### src/rtl/gan_batch_sched.sv
// gan_batch_sched: queues noise pairs and runs them one at a time through a GAN engine,
// returning each discriminator verdict (or a timeout) over a ready/valid result port.
module gan_batch_sched #(
    parameter int FIFO_DEPTH  = 4,
    parameter int TIMEOUT_CYC = 255
) (
    input  logic                        clk,
    input  logic                        rst_n,
    input  logic                        in_valid,
    output logic                        in_ready,
    input  logic [15:0]                 in_noise0,
    input  logic [15:0]                 in_noise1,
    output logic                        eng_start,
    output logic [15:0]                 eng_noise0,
    output logic [15:0]                 eng_noise1,
    input  logic                        eng_done,
    input  logic [15:0]                 eng_prob,
    output logic                        out_valid,
    input  logic                        out_ready,
    output logic [15:0]                 out_prob,
    output logic                        out_real,
    output logic                        out_timeout,
    output logic                        busy,
    output logic [$clog2(FIFO_DEPTH):0] count
);
    localparam int AW = $clog2(FIFO_DEPTH);
    localparam int CW = AW + 1;
    localparam int TW = $clog2(TIMEOUT_CYC + 1);

    typedef enum logic [1:0] {IDLE, LAUNCH, WAIT, HOLD} state_t;

    state_t          state_q, state_d;
    logic [31:0]     mem_q [FIFO_DEPTH];
    logic [AW-1:0]   wr_ptr_q, rd_ptr_q;
    logic [CW-1:0]   count_q, count_d;
    logic [TW-1:0]   tmr_q, tmr_d;
    logic [15:0]     n0_q, n1_q, prob_q, prob_d;
    logic            real_q, real_d, tmo_q, tmo_d;
    logic            push, pop;

    assign in_ready    = count_q < CW'(FIFO_DEPTH);
    assign push        = in_valid && in_ready;
    // The head is popped on the edge entering LAUNCH so operands are valid alongside eng_start.
    assign pop         = (state_q == IDLE) && (count_q != '0);
    assign count_d     = count_q + CW'(push) - CW'(pop);
    assign eng_start   = state_q == LAUNCH;
    assign out_valid   = state_q == HOLD;
    assign busy        = state_q != IDLE;
    assign count       = count_q;
    assign eng_noise0  = n0_q;
    assign eng_noise1  = n1_q;
    assign out_prob    = prob_q;
    assign out_real    = real_q;
    assign out_timeout = tmo_q;

    always_comb begin
        state_d = state_q;
        tmr_d   = tmr_q;
        prob_d  = prob_q;
        real_d  = real_q;
        tmo_d   = tmo_q;
        unique case (state_q)
            IDLE:   state_d = (count_q != '0) ? LAUNCH : IDLE;
            LAUNCH: begin
                tmr_d   = '0;
                state_d = WAIT;
            end
            WAIT: begin
                if (eng_done) begin
                    prob_d  = eng_prob;
                    real_d  = $signed(eng_prob) > 16'sh4000;
                    tmo_d   = 1'b0;
                    state_d = HOLD;
                end else begin
                    tmr_d = tmr_q + 1'b1;
                    if (tmr_q == TW'(TIMEOUT_CYC - 1)) begin
                        prob_d  = '0;
                        real_d  = 1'b0;
                        tmo_d   = 1'b1;
                        state_d = HOLD;
                    end
                end
            end
            HOLD:   state_d = out_ready ? IDLE : HOLD;
            default: state_d = IDLE;
        endcase
    end

    always_ff @(posedge clk or negedge rst_n) begin
        if (!rst_n) begin
            state_q  <= IDLE;
            wr_ptr_q <= '0;
            rd_ptr_q <= '0;
            count_q  <= '0;
            tmr_q    <= '0;
            n0_q     <= '0;
            n1_q     <= '0;
            prob_q   <= '0;
            real_q   <= 1'b0;
            tmo_q    <= 1'b0;
        end else begin
            state_q  <= state_d;
            count_q  <= count_d;
            tmr_q    <= tmr_d;
            prob_q   <= prob_d;
            real_q   <= real_d;
            tmo_q    <= tmo_d;
            if (push) wr_ptr_q <= wr_ptr_q + 1'b1;
            if (pop) begin
                rd_ptr_q <= rd_ptr_q + 1'b1;
                {n0_q, n1_q} <= mem_q[rd_ptr_q];
            end
        end
    end

    always_ff @(posedge clk) begin
        if (push) mem_q[wr_ptr_q] <= {in_noise0, in_noise1};
    end
endmodule

### config.mk
export PLATFORM = sky130hd
export DESIGN_NAME = gan_batch_sched
export DESIGN_NICKNAME = d
export VERILOG_FILES = /design/src/rtl/gan_batch_sched.sv
export SDC_FILE = /design/constraint.sdc
export NUM_CORES = 1
export LEC_CHECK = 0
export CAP_MARGIN = 25
export CORE_UTILIZATION = 30
export DETAILED_ROUTE_END_ITERATION = 16
export GPL_TIMING_DRIVEN = 0
export PLACE_DENSITY = 0.59
export RECOVER_POWER = 25
export SLEW_MARGIN = 20
export SYNTH_ARGS = -nofsm -noshare
export SYNTH_HDL_FRONTEND = slang
export SYNTH_SLANG_ARGS = --single-unit
export TNS_END_PERCENT = 30
### constraint.sdc
create_clock -name clk -period 5.9 [get_ports clk]
set_input_delay 1.18 -clock clk [delete_from_list [all_inputs] [get_ports clk]]
set_output_delay 1.18 -clock clk [all_outputs]
set_load 0.05 [all_outputs]
# Word level (Yosys, flattened, before mapping)

Memories as Yosys holds them, arrays and structs flattened. A register that Yosys moved wholly into a read port is not among the register bits.
Index checks and enable logic that the tools add are counted.

Multiplexer cells: 15
Add/sub/neg operators: 5
Reductions and logical operators: 10
$lt $le $gt $ge: 2
Equality and inequality tests: 6

Operators by type and width:

| cell                                                             | count |
|---|---|
| 16-bit two-way mux                                               | 2 |
| 16-bit > comparator (second input constant)                      | 1 |
| 8-bit one-hot mux with 2 select lines                            | 1 |
| 8-bit by 1-bit adder with 8-bit output (second input constant)   | 1 |
| 8-bit == test (second input constant)                            | 1 |
| 8-bit two-way mux                                                | 1 |
| 2-bit one-hot mux with 4 select lines                            | 1 |
| 1-bit two-way mux                                                | 7 |
| 2-bit two-way mux                                                | 3 |
| 2-bit nonzero test                                               | 3 |
| 2-bit by 1-bit adder with 2-bit output (second input constant)   | 2 |
| 2-bit == test (second input constant)                            | 2 |
| 2-bit AND reduction                                              | 2 |
| 3-bit by 1-bit adder with 3-bit output                           | 1 |
| 3-bit less-than comparator (second input constant)               | 1 |
| 3-bit inequality test (second input constant)                    | 1 |
| 3-bit nonzero test                                               | 1 |
| 3-bit by 1-bit subtractor with 3-bit output                      | 1 |
| 2-bit by 1-bit == test with 1-bit output (second input constant) | 1 |
| 1-bit logical AND                                                | 2 |
| 2-bit zero test                                                  | 1 |
| 2-bit inequality test (second input constant)                    | 1 |
| 1-bit zero test                                                  | 1 |

Output and inout port bits: 57
RAM bits: 128
Word-level logic and storage cells: 47
Memories kept: 1
Register bits: 35

Memories:

| memory | depth | bits a word | read ports | clocked after Yosys merged registers in | wr ports | line | source |
|---|---|---|---|---|---|---|---|
| mem_q  | 4     | 32          | 1          | 1                                       | 1        | 33   | `logic [31:0] mem_q [FIFO_DEPTH];` |

# Longest topological paths before layout

Gate-level depths: netlist (run 1).

Depth after elaboration: 4
Mapped depth: 10
Mapped depth without buffers: 9

# Least setup slack after synthesis (run 1)

OpenSTA, ideal clock, no wires.

Kind: input-to-reg
Start point: input port in_valid
End point: register count_q[2], in the netlist count[2]
Library setup time: 0.143 ns
Arrival time: 2.695 ns
Path buffers: 1
Stages on the path: 10
Path slack: 3.062 ns
Cells stage by stage: nor2b_1 > clkbuf_1 > inv_1 > ha_1 > inv_1 > ha_1 > inv_1 > fa_1 > xnor2_1 > xnor2_1

Longest elaborated chain between the ends: 3

RTL lines:

| item                                        | line | source |
|---|---|---|
| from (decl)                                 | 9    | `input logic in_valid,` |
| 1-bit logical AND                           | 42   | `assign push = in_valid && in_ready;` |
| 3-bit by 1-bit adder with 3-bit output      | 45   | `assign count_d = count_q + CW'(push) - CW'(pop);` |
| 3-bit by 1-bit subtractor with 3-bit output | 45   |  |
| net count_d[2]                              | 35   | `logic [CW-1:0] count_q, count_d;` |
| to (signal assigned)                        | 103  | `count_q <= count_d;` |
| to (decl)                                   | 35   |  |

The timed path passes the listed nets, and every way through them passes these cells.
A chain may end at the register's enable or synchronous reset.

# Final worst setup path (run 1)

Start point: register state_q[0]
End point: output port out_valid

Longest elaborated chain between the ends: 1

RTL lines:

| item                   | line | source |
|---|---|---|
| from (decl)            | 32   | `state_t state_q, state_d;` |
| from (signal assigned) | 102  | `state_q <= state_d;` |
| 2-bit == test          | 47   | `assign out_valid = state_q == HOLD;` |
| to (decl)              | 18   | `output logic out_valid,` |

Every way passes these cells.

==> results by group, run 1 <==
Place
  • HPWL Detailed: 10.2 mm
  • Gpl congestion: 0.848
  • PortBufs: 108

Setup path
  • Worst-path fanout max: 10
  • Worst-case register-to-register setup slack: 3.25 ns
  • CP Class: register to output pin
  • Slowest cell on the critical path: clkdlybuf4s50_1
  • Worst Reg-to-Reg Cells: 10
  • FF-to-FF End: count[2]
  • CP Launch Type: register
  • Max incr delay on CP: 0.80 ns
  • Crit. Startpoint: state_q[0]
  • Worst r2r src: count[2]
  • Worst endpoint data arrival time: 2.21 ns
  • Worst EP required: 4.72 ns
  • CP Capture Type: output pin
  • CP cell instances: buf_4 > clkbuf_1 > and2_1 > clkdlybuf4s50_1

Final layout
  • Nets: 583
  • Inserted Diodes: 0
  • Area Growth Syn to Fin: 28.1%
  • Layout cells sized above 1: 21.9%
  • Final core occ: 39.1%

Route
  • 1st-iter DRT viols: 191
  • Total Routed Length: 15.4 mm
  • Number of remaining DRC errors: 0
  • Antenna Violating Nets Remaining: 0
  • First-pass DRT Iterations: 4
  • DR WL/cell: 17.8 um
  • Vias: 4005
  • Vias per cell: 4.64

Pwr
  • Internal: 3.37 mW
  • Sw power: 2.04 mW
  • Clock Power Share: 20.5%
  • Power density over the cells: 550 nW/um^2
  • Maximum vdd drop: 0.326 mV
  • Power share of the combinational group: 42.6%
  • Net Sw Frac: 37.7%
  • Pwr Total: 5.41 mW
  • LEAKAGE: 3.58 nW
  • Reg power frac: 36.9%

GRT
  • Antenna violations before repair: 0
  • Grt total ovfl: 0
  • GR peak layer: met2
  • Met2 usage: 21.8%
  • Largest net degree at the start of global routing: 40
  • First-pass GRT wire length: 24.2 mm
  • Met1 Use GR: 14.9%
  • GRT met3 Usage: 3.73%
  • GRT Total Usage: 12.4%
  • Vias in the first global route: 4315

Clock network
  • # resized after CTS: 0
  • Hold Buf Count CTS: 0
  • CTS Buf Count: 17
  • Root Driver: clkbuf_16
  • Bufs on Longest Clock Path: 2
  • Clock sinks: 195
  • CTS tree: built
  • Worst skew pair latency: 0.43 ns
  • Reg clk slew, reported paths: 0.08 ns
  • H-tree level count: 4
  • Post-CTS setup buffer count: 0

Yosys
  • Synthesized area: 7680 sq um
  • Main synth FF type: edfxtp_1
  • Distinct cell type count after synthesis: 47
  • Most common library cells after synthesis: 128 x edfxtp_1, 67 x dfrtp_1, 28 x mux4_2
  • Top-area cell type share of the netlist area: 50.0%
  • FF+latch count, synth: 195
  • EDFF count, synth: 128
  • Syn Nets: 451
  • Syn. warnings: 0
  • Mapped Cells: 389
  • Cell taking the most area after synthesis: edfxtp_1
  • Mean Syn Cell Area: 19.7 sq um
  • Asr flop ratio synth: 34.4%
  • Most frequent cell after synthesis: edfxtp_1
  • Ranking of synthesized cells by area: edfxtp_1 50%, dfrtp_1 22%, mux4_2 8.2%
  • Sequential share of the synthesized area: 71.9%

Min path
  • Worst Hold Class: register to register
  • Hold Crit Start: out_prob[4]
  • Hold path depth: 1
  • Worst Hold Endpoint: out_prob[4]

Timing
  • Slew margin rel.: -29.5%
  • Setup_tns: 0 ns
  • Clock skew: 0.0134 ns
  • Hold Fails Final Rpt: 0
  • Setup violators final: 0
  • Fin. max-slew vios: 29
  • Hold WS: 0.505 ns
  • Worst-Margin Slew: 1.94 ns
  • RSZ-0062 raised after global routing: no
  • Fmax: 0.295 GHz
  • Min Clock Period, post-route: 3.39 ns
  • Period utilisation layout: 57.4%

Floorplanning
  • Die H: 162 um
  • Die width: 162 um
  • Row count: 58
  • Die area: 26200 sq um
  • Initial core utilization: 30.5%
  • Number of top-level pins: 110
  • Core Footprint: 25200 sq um

Run status
  • Failing checks: capacitance limit, slew limit
  • Status: complete, but fails checks

Flow run
  • Max-Cap Viols: 1
-- how the worst max path moves through the flow --
stage / to / depth (start not counted)
detailed placement: count[2] / 11
floorplan: count[2] / 10
CTS: out_valid / 4
global route: out_valid / 4
finish: out_valid / 4
global placement: eng_noise0[0] / 1
-- power groups by stage --
stage          Sequential (mW)  Combinational [mW]  Clock, mW
2_1_floorplan             2.60                1.01          0
5_1_grt                   2.03                2.45       1.20
6_report                  1.99                2.31       1.11
4_1_cts                   2.00                2.35       1.15
3_5_place_dp              2.02                2.34          0
3_3_place_gp              2.01                2.29          0
-- cells in the final DEF (no fill, tap or decap), types with 5 or more instances in the layout --
cell	n
a22o_1	16
buf_12	5
buf_2	6
buf_6	8
clkbuf_1	6
clkbuf_16	17
clkdlybuf4s50_1	96
dfrtp_1	67
dlygate4sd3_1	11
edfxtp_1	128
ha_1	8
inv_1	11
inv_6	5
mux2_2	8
mux2_4	24
mux4_2	28
nor2_1	7
-- registers in the layout (all words and copies together) (netlist names) --
name	count
state_q	2
out_prob	16
mem_q	128
tmr_q	8
rd_ptr_q	2
out_timeout	1
eng_noise0	16
eng_noise1	16
wr_ptr_q	2
out_real	1
count	3
-- metrics by stage --
step / instances / cell area (sq um) / setup slack (ns)
after global routing: 864 / 9840 / 2.37
after detailed placement: 832 / 9280 / 2.40
after global placement: 827 / 9170 / 1.04
final: 864 / 9840 / 2.51
after floorplan: 389 / 7680 / 3.06
after CTS: 864 / 9840 / 2.47
-- final cells by class --
type                    instances  area [sq um]
fillers                      2276         15300
flip-flops and latches        195          5520
multi-input cells             162          1970
repair buffers                113          1170
clock buffers                  18           429
well taps                     330           413
plain buffers                  21           154
clock inverters                14           138
inverters                      11          41.3
-- layer usage --
metal / vias to the layer above / part of all wire [%]
li1: 1802 / -
met1: 2082 / 43
met2: 114 / 52
met3: 7 / 4.8
met4: 0 / 0.66
met5: - / 0
-- logic make-up after synthesis --
kind of cell / synth area share, %
AOI/OAI and AO/OA: 3.98
xor gates and xnor gates: 0.570
adders and majority gates: 1.56
muxes: 15.8
and+or+nand+nor: 3.62
DFF: 71.9
buffers and inverters: 2.56
-- worst max-delay path, delay by kind of cell (launching register included) --
| family | cells | cell delay (ns) |
|---|---|---|
| DFF | 1 | 0.33 |
| buffers and inverters | 3 | 1.28 |
| and+or+nand+nor | 1 | 0.18 |
(Power assumes the default switching activity.)
==> run 2, diff against run 1 <==
Clock period 5.9 ns to 3.27 ns, I/O delays scaled along.
==> results by group, run 2 (synthesized netlist as in run 1, its figures left out) <==
Floorplanning
  • Die width: 162 um (unchanged)
  • Die H: 162 um (unchanged)
  • Initial core utilization: 30.5% (unchanged)
  • Core Footprint: 25200 sq um (unchanged)
  • Die area: 26200 sq um (unchanged)
  • Number of top-level pins: 110 (unchanged)
  • Row count: 58 (unchanged)

Final layout
  • Sequential cell area: 5520 sq um (unchanged)
  • Layout cells sized above 1: 22.1% (+0.19 points)
  • Area Growth Syn to Fin: 27.9%
  • Most frequent cells in the layout: 128 x edfxtp_1, 95 x clkdlybuf4s50_1, 67 x dfrtp_1
  • Fin cells: 864 (unchanged)
  • Max FFs per register: 128 (unchanged)
  • Inserted Diodes: 0 (unchanged)
  • Final core occ: 39.0% (-0.055 points)
  • Multi-input combinational cell area: 1970 sq um (unchanged)
  • Filler cell count: 2277 (+0.044%)
  • Commonest non-fill, non-tap cell in the layout: edfxtp_1
  • Nets: 583 (unchanged)
  • Largest Register: mem_q

Pwr
  • Net Sw Frac: 37.7% (about the same)
  • Power share of the combinational group: 42.6% (about the same)
  • Clock Power Share: 20.5% (about the same)
  • Power density over the cells: 993 nW/um^2 (+81%)
  • Maximum vdd drop: 0.588 mV (+80%)
  • Reg power frac: 36.9% (about the same)
  • Sw power: 3.68 mW (+80%)
  • Internal: 6.07 mW (+80%)
  • Pwr Total: 9.75 mW (+80%)
  • LEAKAGE: 3.57 nW (about the same)

Setup path
  • CP Class: register to output pin
  • CP cell instances: buf_4 > clkbuf_1 > and2_1 > clkdlybuf4s50_1
  • Slowest cell on the critical path: clkdlybuf4s50_1
  • Max incr delay on CP: 0.80 ns (about the same)
  • CP Capture Type: output pin
  • Worst r2r src: count[2]
  • CP Launch Type: register
  • Worst endpoint data arrival time: 2.21 ns (about the same)
  • Worst-path fanout max: 10 (unchanged)
  • Worst Reg-to-Reg Cells: 10 (unchanged)
  • Worst EP required: 2.62 ns (-2.10 ns)
  • FF-to-FF End: count[2]
  • Worst-case register-to-register setup slack: 0.63 ns (-2.62 ns)

Timing
  • Fin. max-slew vios: 30 (+3.4%)
  • RSZ-0062 raised after global routing: no
  • Setup_tns: 0 ns (unchanged)
  • Hold Fails Final Rpt: 0 (unchanged)
  • Min Clock Period, post-route: 2.86 ns
  • Fmax: 0.349 GHz
  • Clock skew: 0.0134 ns (-0.00000320 ns)
  • Slew margin rel.: -24.0% (+5.4 points)
  • Period utilisation layout: 87.5%
  • Worst-Margin Slew: 1.86 ns (-0.0815 ns)
  • Setup violators final: 0 (unchanged)

Clock network
  • Reg clk slew, reported paths: 0.08 ns (about the same)
  • H-tree level count: 4 (unchanged)
  • # resized after CTS: 0 (unchanged)
  • Post-CTS setup buffer count: 0 (unchanged)
  • Root Driver: clkbuf_16
  • CTS tree: built
  • Bufs on Longest Clock Path: 2 (unchanged)
  • CTS Buf Count: 17 (unchanged)
  • Worst skew pair latency: 0.43 ns (about the same)
  • Hold Buf Count CTS: 0 (unchanged)
  • Clock sinks: 195 (unchanged)

Place
  • Gpl congestion: 0.848 (unchanged)
  • HPWL Detailed: 10.2 mm (unchanged)
  • Placed Instances: 832 (unchanged)
  • PortBufs: 108 (unchanged)

Min path
  • Worst Hold Class: register to register
  • Hold path depth: 1 (unchanged)
  • Worst Hold Endpoint: tmr_q[7]
  • Hold Crit Start: tmr_q[7]

Route
  • Antenna Violating Nets Remaining: 0 (unchanged)
  • 1st-iter DRT viols: 188 (-1.6%)
  • Total Routed Length: 15.4 mm (about the same)
  • First-pass DRT Iterations: 6 (+2)
  • DR WL/cell: 17.8 um (about the same)
  • Vias per cell: 4.64 (+0.12%)
  • Number of remaining DRC errors: 0 (unchanged)
  • Vias: 4010 (+0.12%)

Flow run
  • Max-Cap Viols: 1 (unchanged)

GRT
  • Antenna violations before repair: 0 (unchanged)
  • Vias in the first global route: 4315 (unchanged)
  • GRT Total Usage: 12.4% (unchanged)
  • First-pass GRT wire length: 24.2 mm (unchanged)
  • Largest net degree at the start of global routing: 40 (unchanged)
  • Grt total ovfl: 0 (unchanged)

Run status
  • Status: complete, but fails checks
  • Failing checks: capacitance limit, slew limit
-- run 2: cell types whose count changed in the layout (fill, tap and decap cells not counted) --
cell,previous run,this run
buf_2,6,7
buf_12,5,4
clkbuf_1,6,5
clkdlybuf4s50_1,96,95
dlygate4sd3_1,11,12
clkbuf_2,0,1
-- run 2: critical path, delay by kind of cell, from the launching register on --
kind                   cells  cell delay [ns]
buffers and inverters      3             1.27
flip-flops                 1             0.33
AND/OR/NAND/NOR            1             0.18
-- run 2: metrics by stage --
stage,area (sq um),hold slack (ns),setup WS (ns)
final,9820,0.497,0.408
after global routing,9820,0.522,0.240
after CTS,9840,0.188,0.368
after detailed placement,9280,0.481,0.294
after global placement,9170,0.469,-1.06
after floorplan,7680,0.358,0.661
-- run 2: worst max path at each step --
stage / from / slack [ns] / endpoint / cells after the start
after floorplan: count[2] / 0.66 / count[2] / 10
after global placement: rst_n / -1.06 / eng_noise0[0] / 1
after detailed placement: in_valid / 0.29 / count[2] / 11
after CTS: state_q[1] / 0.37 / out_valid / 4
after global routing: rst_n / 0.24 / eng_noise0[14] / 2
final: state_q[0] / 0.41 / out_valid / 4
-- run 2: layout make-up --
class                   count  share of cell area, %
well taps                 330                   4.20
clock inverters            14                   1.40
multi-input cells         162                   20.0
inverters                  11                  0.420
repair buffers            113                   11.8
plain buffers              21                   1.58
flip-flops and latches    195                   56.2
clock buffers              18                   4.37
-- run 2: routing by layer --
| metal | global-route usage (%) | share of wire [%] |
|---|---|---|
| met1 | 14.9 | 43 |
| met2 | 21.8 | 52 |
| met3 | 3.73 | 4.9 |
| met4 | 2.62 | 0.66 |
| met5 | 0 | 0 |
-- run 2: power groups by stage --
| stage | logic (mW) | registers, mW | clock network, mW |
|---|---|---|---|
| after floorplan | 1.82 | 4.70 | 0 |
| after global placement | 4.12 | 3.63 | 0 |
| after detailed placement | 4.23 | 3.65 | 0 |
| after CTS | 4.24 | 3.60 | 2.07 |
| after global routing | 4.43 | 3.67 | 2.16 |
| final | 4.16 | 3.60 | 2.00 |
==> run 3, diff against run 2 <==
Settings changed: CAP_MARGIN 25 to 20, CORE_UTILIZATION 30 to 54, PLACE_DENSITY 0.59 to 0.89.
==> results by group, run 3 (synthesized netlist as in run 1, its figures left out) <==
Run status
  • Status: complete, but fails checks
  • Failing checks: capacitance limit, slew limit

Timing
  • Hold Fails Final Rpt: 0 (unchanged)
  • Clock skew: 0.00767 ns (-0.00574 ns)
  • Worst-Margin Slew: 1.63 ns (-0.235 ns)
  • Period utilisation layout: 87.0% (-0.47 points)
  • Slew margin rel.: -8.34% (+16 points)
  • Fin. max-slew vios: 33 (+10%)
  • Setup violators final: 0 (unchanged)
  • Min Clock Period, post-route: 2.85 ns (-0.0153 ns)
  • Setup_tns: 0 ns (unchanged)
  • RSZ-0062 raised after global routing: no
  • Fmax: 0.351 GHz (+0.54%)

Floorplanning
  • Core Footprint: 13900 sq um (-45%)
  • Die H: 121 um (-25%)
  • Die width: 121 um (-25%)
  • Row count: 43 (-26%)
  • Initial core utilization: 55.3% (+25 points)
  • Die area: 14700 sq um (-44%)
  • Number of top-level pins: 110 (unchanged)

GRT
  • GRT Total Usage: 21.7% (+9.4 points)
  • Antenna violations before repair: 2 (+2)
  • Vias in the first global route: 4357 (+0.97%)
  • First-pass GRT wire length: 23.1 mm (-4.3%)
  • Grt total ovfl: 0 (unchanged)
  • Largest net degree at the start of global routing: 37 (-7.5%)

Route
  • Antenna Violating Nets Remaining: 0 (unchanged)
  • 1st-iter DRT viols: 203 (+8.0%)
  • WL met3: 895 um (+20%)
  • Routed met2 length: 7.63 mm (-4.2%)
  • Vias: 4098 (+2.2%)
  • Top Metal Used: met4
  • DR WL/cell: 20.7 um (+16%)
  • Number of remaining DRC errors: 0 (unchanged)
  • First-pass DRT Iterations: 4 (-2)
  • Met1 Wirelength: 6.14 mm (-6.7%)
  • Vias per cell: 5.72 (+23%)
  • Total Routed Length: 14.8 mm (-3.8%)

Pwr
  • Pwr Total: 9.74 mW (-0.16%)
  • Reg power frac: 37.2% (+0.3 points)
  • Internal: 6.12 mW (+0.75%)
  • Sw power: 3.62 mW (-1.7%)
  • Clock Power Share: 20.1% (-0.4 points)
  • LEAKAGE: 3.56 nW (-0.53%)
  • Maximum vdd drop: 0.561 mV (-4.6%)
  • Net Sw Frac: 37.2% (-0.57 points)
  • Power share of the combinational group: 42.7% (about the same)
  • Power density over the cells: 1010 nW/um^2 (+1.8%)

Place
  • PortBufs: 108 (unchanged)
  • HPWL Detailed: 9.84 mm (-3.6%)
  • Dpl cell area: 9090 sq um (-2.0%)
  • Gpl congestion: 0.817 (-3.6%)

Final layout
  • Max FFs per register: 128 (unchanged)
  • Largest Register: mem_q
  • Sequential cell area: 5520 sq um (unchanged)
  • Nets: 583 (unchanged)
  • Most frequent cells in the layout: 128 x edfxtp_1, 93 x clkdlybuf4s50_1, 67 x dfrtp_1
  • Layout cells sized above 1: 22.3% (+0.19 points)
  • Final non-filler cell area: 9640 sq um (-1.9%)
  • Multi-input combinational cell area: 1970 sq um (unchanged)
  • Area Growth Syn to Fin: 25.5%
  • Filler cell count: 879 (-61%)
  • Commonest non-fill, non-tap cell in the layout: edfxtp_1

Setup path
  • Max incr delay on CP: 0.79 ns (about the same)
  • CP cell instances: buf_4 > clkbuf_1 > and2_1 > clkdlybuf4s50_1
  • Worst r2r src: state_q[1]
  • CP Class: register to output pin
  • CP Capture Type: output pin
  • Worst-path fanout max: 10 (unchanged)
  • FF-to-FF End: count[2]
  • Worst endpoint data arrival time: 2.19 ns (-0.02 ns)
  • Worst EP required: 2.62 ns (about the same)
  • CP top delay family: buffers and inverters
  • Worst-case register-to-register setup slack: 0.71 ns (+0.08 ns)
  • CP Launch Type: register
  • Worst Reg-to-Reg Cells: 10 (unchanged)
  • WP buf/inv: 3 (unchanged)
  • Slowest cell on the critical path: clkdlybuf4s50_1

Clock network
  • Bufs on Longest Clock Path: 2 (unchanged)
  • CTS tree: built
  • CTS Buf Count: 17 (unchanged)
  • Reg clk slew, reported paths: 0.07 ns (about the same)
  • Hold Buf Count CTS: 0 (unchanged)
  • Worst skew pair latency: 0.42 ns (about the same)
  • Post-CTS setup buffer count: 0 (unchanged)
  • H-tree level count: 4 (unchanged)
  • Clock sinks: 195 (unchanged)
  • Root Driver: clkbuf_16
  • # resized after CTS: 0 (unchanged)

Min path
  • Hold path depth: 1 (unchanged)
  • Worst Hold Class: register to register
  • Worst Hold Endpoint: out_prob[6]
  • Hold Crit Start: out_prob[6]

Flow run
  • Max-Cap Viols: 1 (unchanged)
## run 3: cell count changes in the layout (fill, tap and decap cells not counted), sizes merged
cell	before	now
bufinv	0	1
clkdlybuf4s50	95	93
clkinv	4	3
clkinvlp	1	6
diode	0	2
dlygate4sd3	12	14
inv	20	15
## run 3: cell type report
type	instances	area share [%]
Multi-Input combinational cell	162	20.4
Antenna cell	2	0.0519
Inverter	11	0.429
Tap cell	180	2.34
Timing Repair Buffer	113	12.0
Sequential cell	195	57.3
Buffer	21	1.61
Clock inverter	14	1.36
Clock buffer	18	4.45
## run 3: how the worst max path moves through the flow
stage          slack (ns)             end  startpoint  cells past startpoint
4_1_cts              0.40       out_valid  state_q[0]                      4
3_5_place_dp         0.36        count[2]    in_valid                     11
5_1_grt              0.26       out_valid  state_q[0]                      4
2_1_floorplan        0.66        count[2]    count[2]                     10
3_3_place_gp        -0.88  eng_noise1[15]       rst_n                      1
6_report             0.42       out_valid  state_q[0]                      4
## run 3: layer usage
layer | global-route usage (%) | vias to the layer above
met4 | 6.40 | 0
met2 | 35.8 | 156
li1 | - | 1815
met1 | 28.5 | 2112
met5 | 0 | -
met3 | 5.83 | 15
## run 3: per-stage QoR
step | setup WS (ns) | util, % | std cells | hold slack [ns]
after floorplan | 0.661 | - | 389 | 0.358
after global placement | -0.882 | 64.7 | 677 | 0.464
after detailed placement | 0.360 | 65.5 | 682 | 0.483
after CTS | 0.403 | 69.5 | 714 | 0.157
after global routing | 0.264 | 69.4 | 716 | 0.507
final | 0.424 | 69.4 | 716 | 0.505
## run 3: power groups by stage
stage	Sequential, mW	Clock [mW]	Combinational (mW)
global placement	3.63	0	4.03
floorplan	4.70	0	1.82
finish	3.62	1.96	4.15
global route	3.68	2.09	4.40
detailed placement	3.66	0	4.19
CTS	3.62	2.00	4.20
==> edit: new RTL, config.mk and constraints of run 3 <==
The 4 states of `state_t` get a one-hot encoding in 4 bits.
--- a/src/rtl/gan_batch_sched.sv
+++ b/src/rtl/gan_batch_sched.sv
@@ -27,7 +27,7 @@
     localparam int CW = AW + 1;
     localparam int TW = $clog2(TIMEOUT_CYC + 1);
 
-    typedef enum logic [1:0] {IDLE, LAUNCH, WAIT, HOLD} state_t;
+    typedef enum logic [3:0] {IDLE = 4'b0001, LAUNCH = 4'b0010, WAIT = 4'b0100, HOLD = 4'b1000} state_t;
 
     state_t          state_q, state_d;
     logic [31:0]     mem_q [FIFO_DEPTH];
Function: no difference found for any inputs over 10 cycles, from zero or initial values and one cycle with rst_n low; not proved beyond that.
==> edit against run 3 <==
Wire length is 3.8% lower. Largest cell class unchanged. Synthesized area is 2.6% lower. Worst setup slack got worse by 0.25 ns. Cell area is 1.4% lower. Count of clock-buffer cells in the layout decreased by 1. Register-to-register slack got worse by 0.53 ns. Die area is 2.5% lower. Critical endpoint is now count[2]. Sequential cell count up 2. Total power is 1.2% higher. Fmax is 8.0% lower. Largest power group unchanged.
==> edit: results (changes against run 3) <==
worst-skew pair later-pin latency - 0.44 ns (+0.02 ns)
Leakage - 3.46 nW (-2.8%)
area of the multi-input gates - 0.00179 mm^2 (-9.0%)
post-synthesis sequential area ratio - 0.745 (+0.0260)
CP peak stage delay - 0.59 ns (-0.20 ns)
Total GRT Usage - 0.222 (+0.00471)
Cells after DPL - 674 (-1.2%)
status - complete, no violations
Vias/cell - 5.62 (-1.8%)
Data arrival, critical path - 3.41 ns (+1.22 ns)
DP Worst Slack - 0.237 ns (-0.123 ns)
gpl congestion - 0.803 (-1.8%)
DP Area - 0.00893 mm^2 (-1.7%)
family with the most delay on the worst path - adder cells
port buffer count - 109 (+0.93%)
area share of the leading cell type in the synthesized netlist - 0.514 (+0.0133)
top cells by count, synth - edfxtp_1, dfrtp_1, mux2_2, mux4_2, a22o_1
Avg WL per Cell - 20.1 um (-2.6%)
worst min path class - input pin to asynchronous set/reset pin
syn_nets - 446 (-1.1%)
vias in the first global route - 4,292 (-1.5%)
initial antenna violation count - 1 (-1)
Least-Margin Pin Slew - 1.36 ns (-0.268 ns)
First DRT Iteration DRCs - 236 (+16%)
Area contributors post-synth - edfxtp_1, dfrtp_1, mux4_2
CP max stage cell - dfstp_2
largest net degree at the start of global routing - 53 (+43%)
fill cell count - 857 (-2.5%)
[edit: layer usage]
| layer | routed length, um | GRT usage |
|---|---|---|
| met1 | 5910 | 0.275 |
| met2 | 7350 | 0.374 |
| met5 | 0 | 0 |
| met4 | 146 | 0.0742 |
| met3 | 838 | 0.0675 |
[edit: final timing paths]
check	end	slack, ns	depth (start not counted)	start
max	count[2]	0.18	11	state_q[0]
min	tmr_q[4]	0.35	1	rst_n
max reg2reg	count[2]	0.18	11	state_q[0]
min reg2reg	out_real	0.49	1	out_real
max in group asynchronous	eng_noise1[9]	1.06	2	rst_n
min in group clk	out_real	0.49	1	out_real
[edit: cell type report]
cell class / instances / share of cell area
Inverter: 11 / 0.00435
Clock inverter: 15 / 0.0173
Timing Repair Buffer: 114 / 0.126
Tap cell: 176 / 0.0232
Multi-Input combinational cell: 158 / 0.189
Antenna cell: 1 / 0.000264
Clock buffer: 17 / 0.0448
Sequential cell: 197 / 0.587
Buffer: 18 / 0.00856
[edit: kinds of logic (layout without fill, tap and decap cells)]
family | after synthesis | in the layout | synth area share
mux | 64 | 64 | 0.145
buf+inv | 29 | 175 | 0.0164
xor+xnor | 9 | 9 | 0.0105
fa+ha+maj | 9 | 9 | 0.0161
other cells | 0 | 1 | 0
compound gates | 33 | 33 | 0.0329
simple gates | 43 | 43 | 0.0348
flops | 197 | 197 | 0.745
[edit: report_power, final]
part	leakage, nW	switching (mW)	internal (mW)
registers	2.01	0.327	3.32
logic	1.16	2.41	1.73
clock network	0.287	0.966	1.09
total	3.46	3.71	6.14
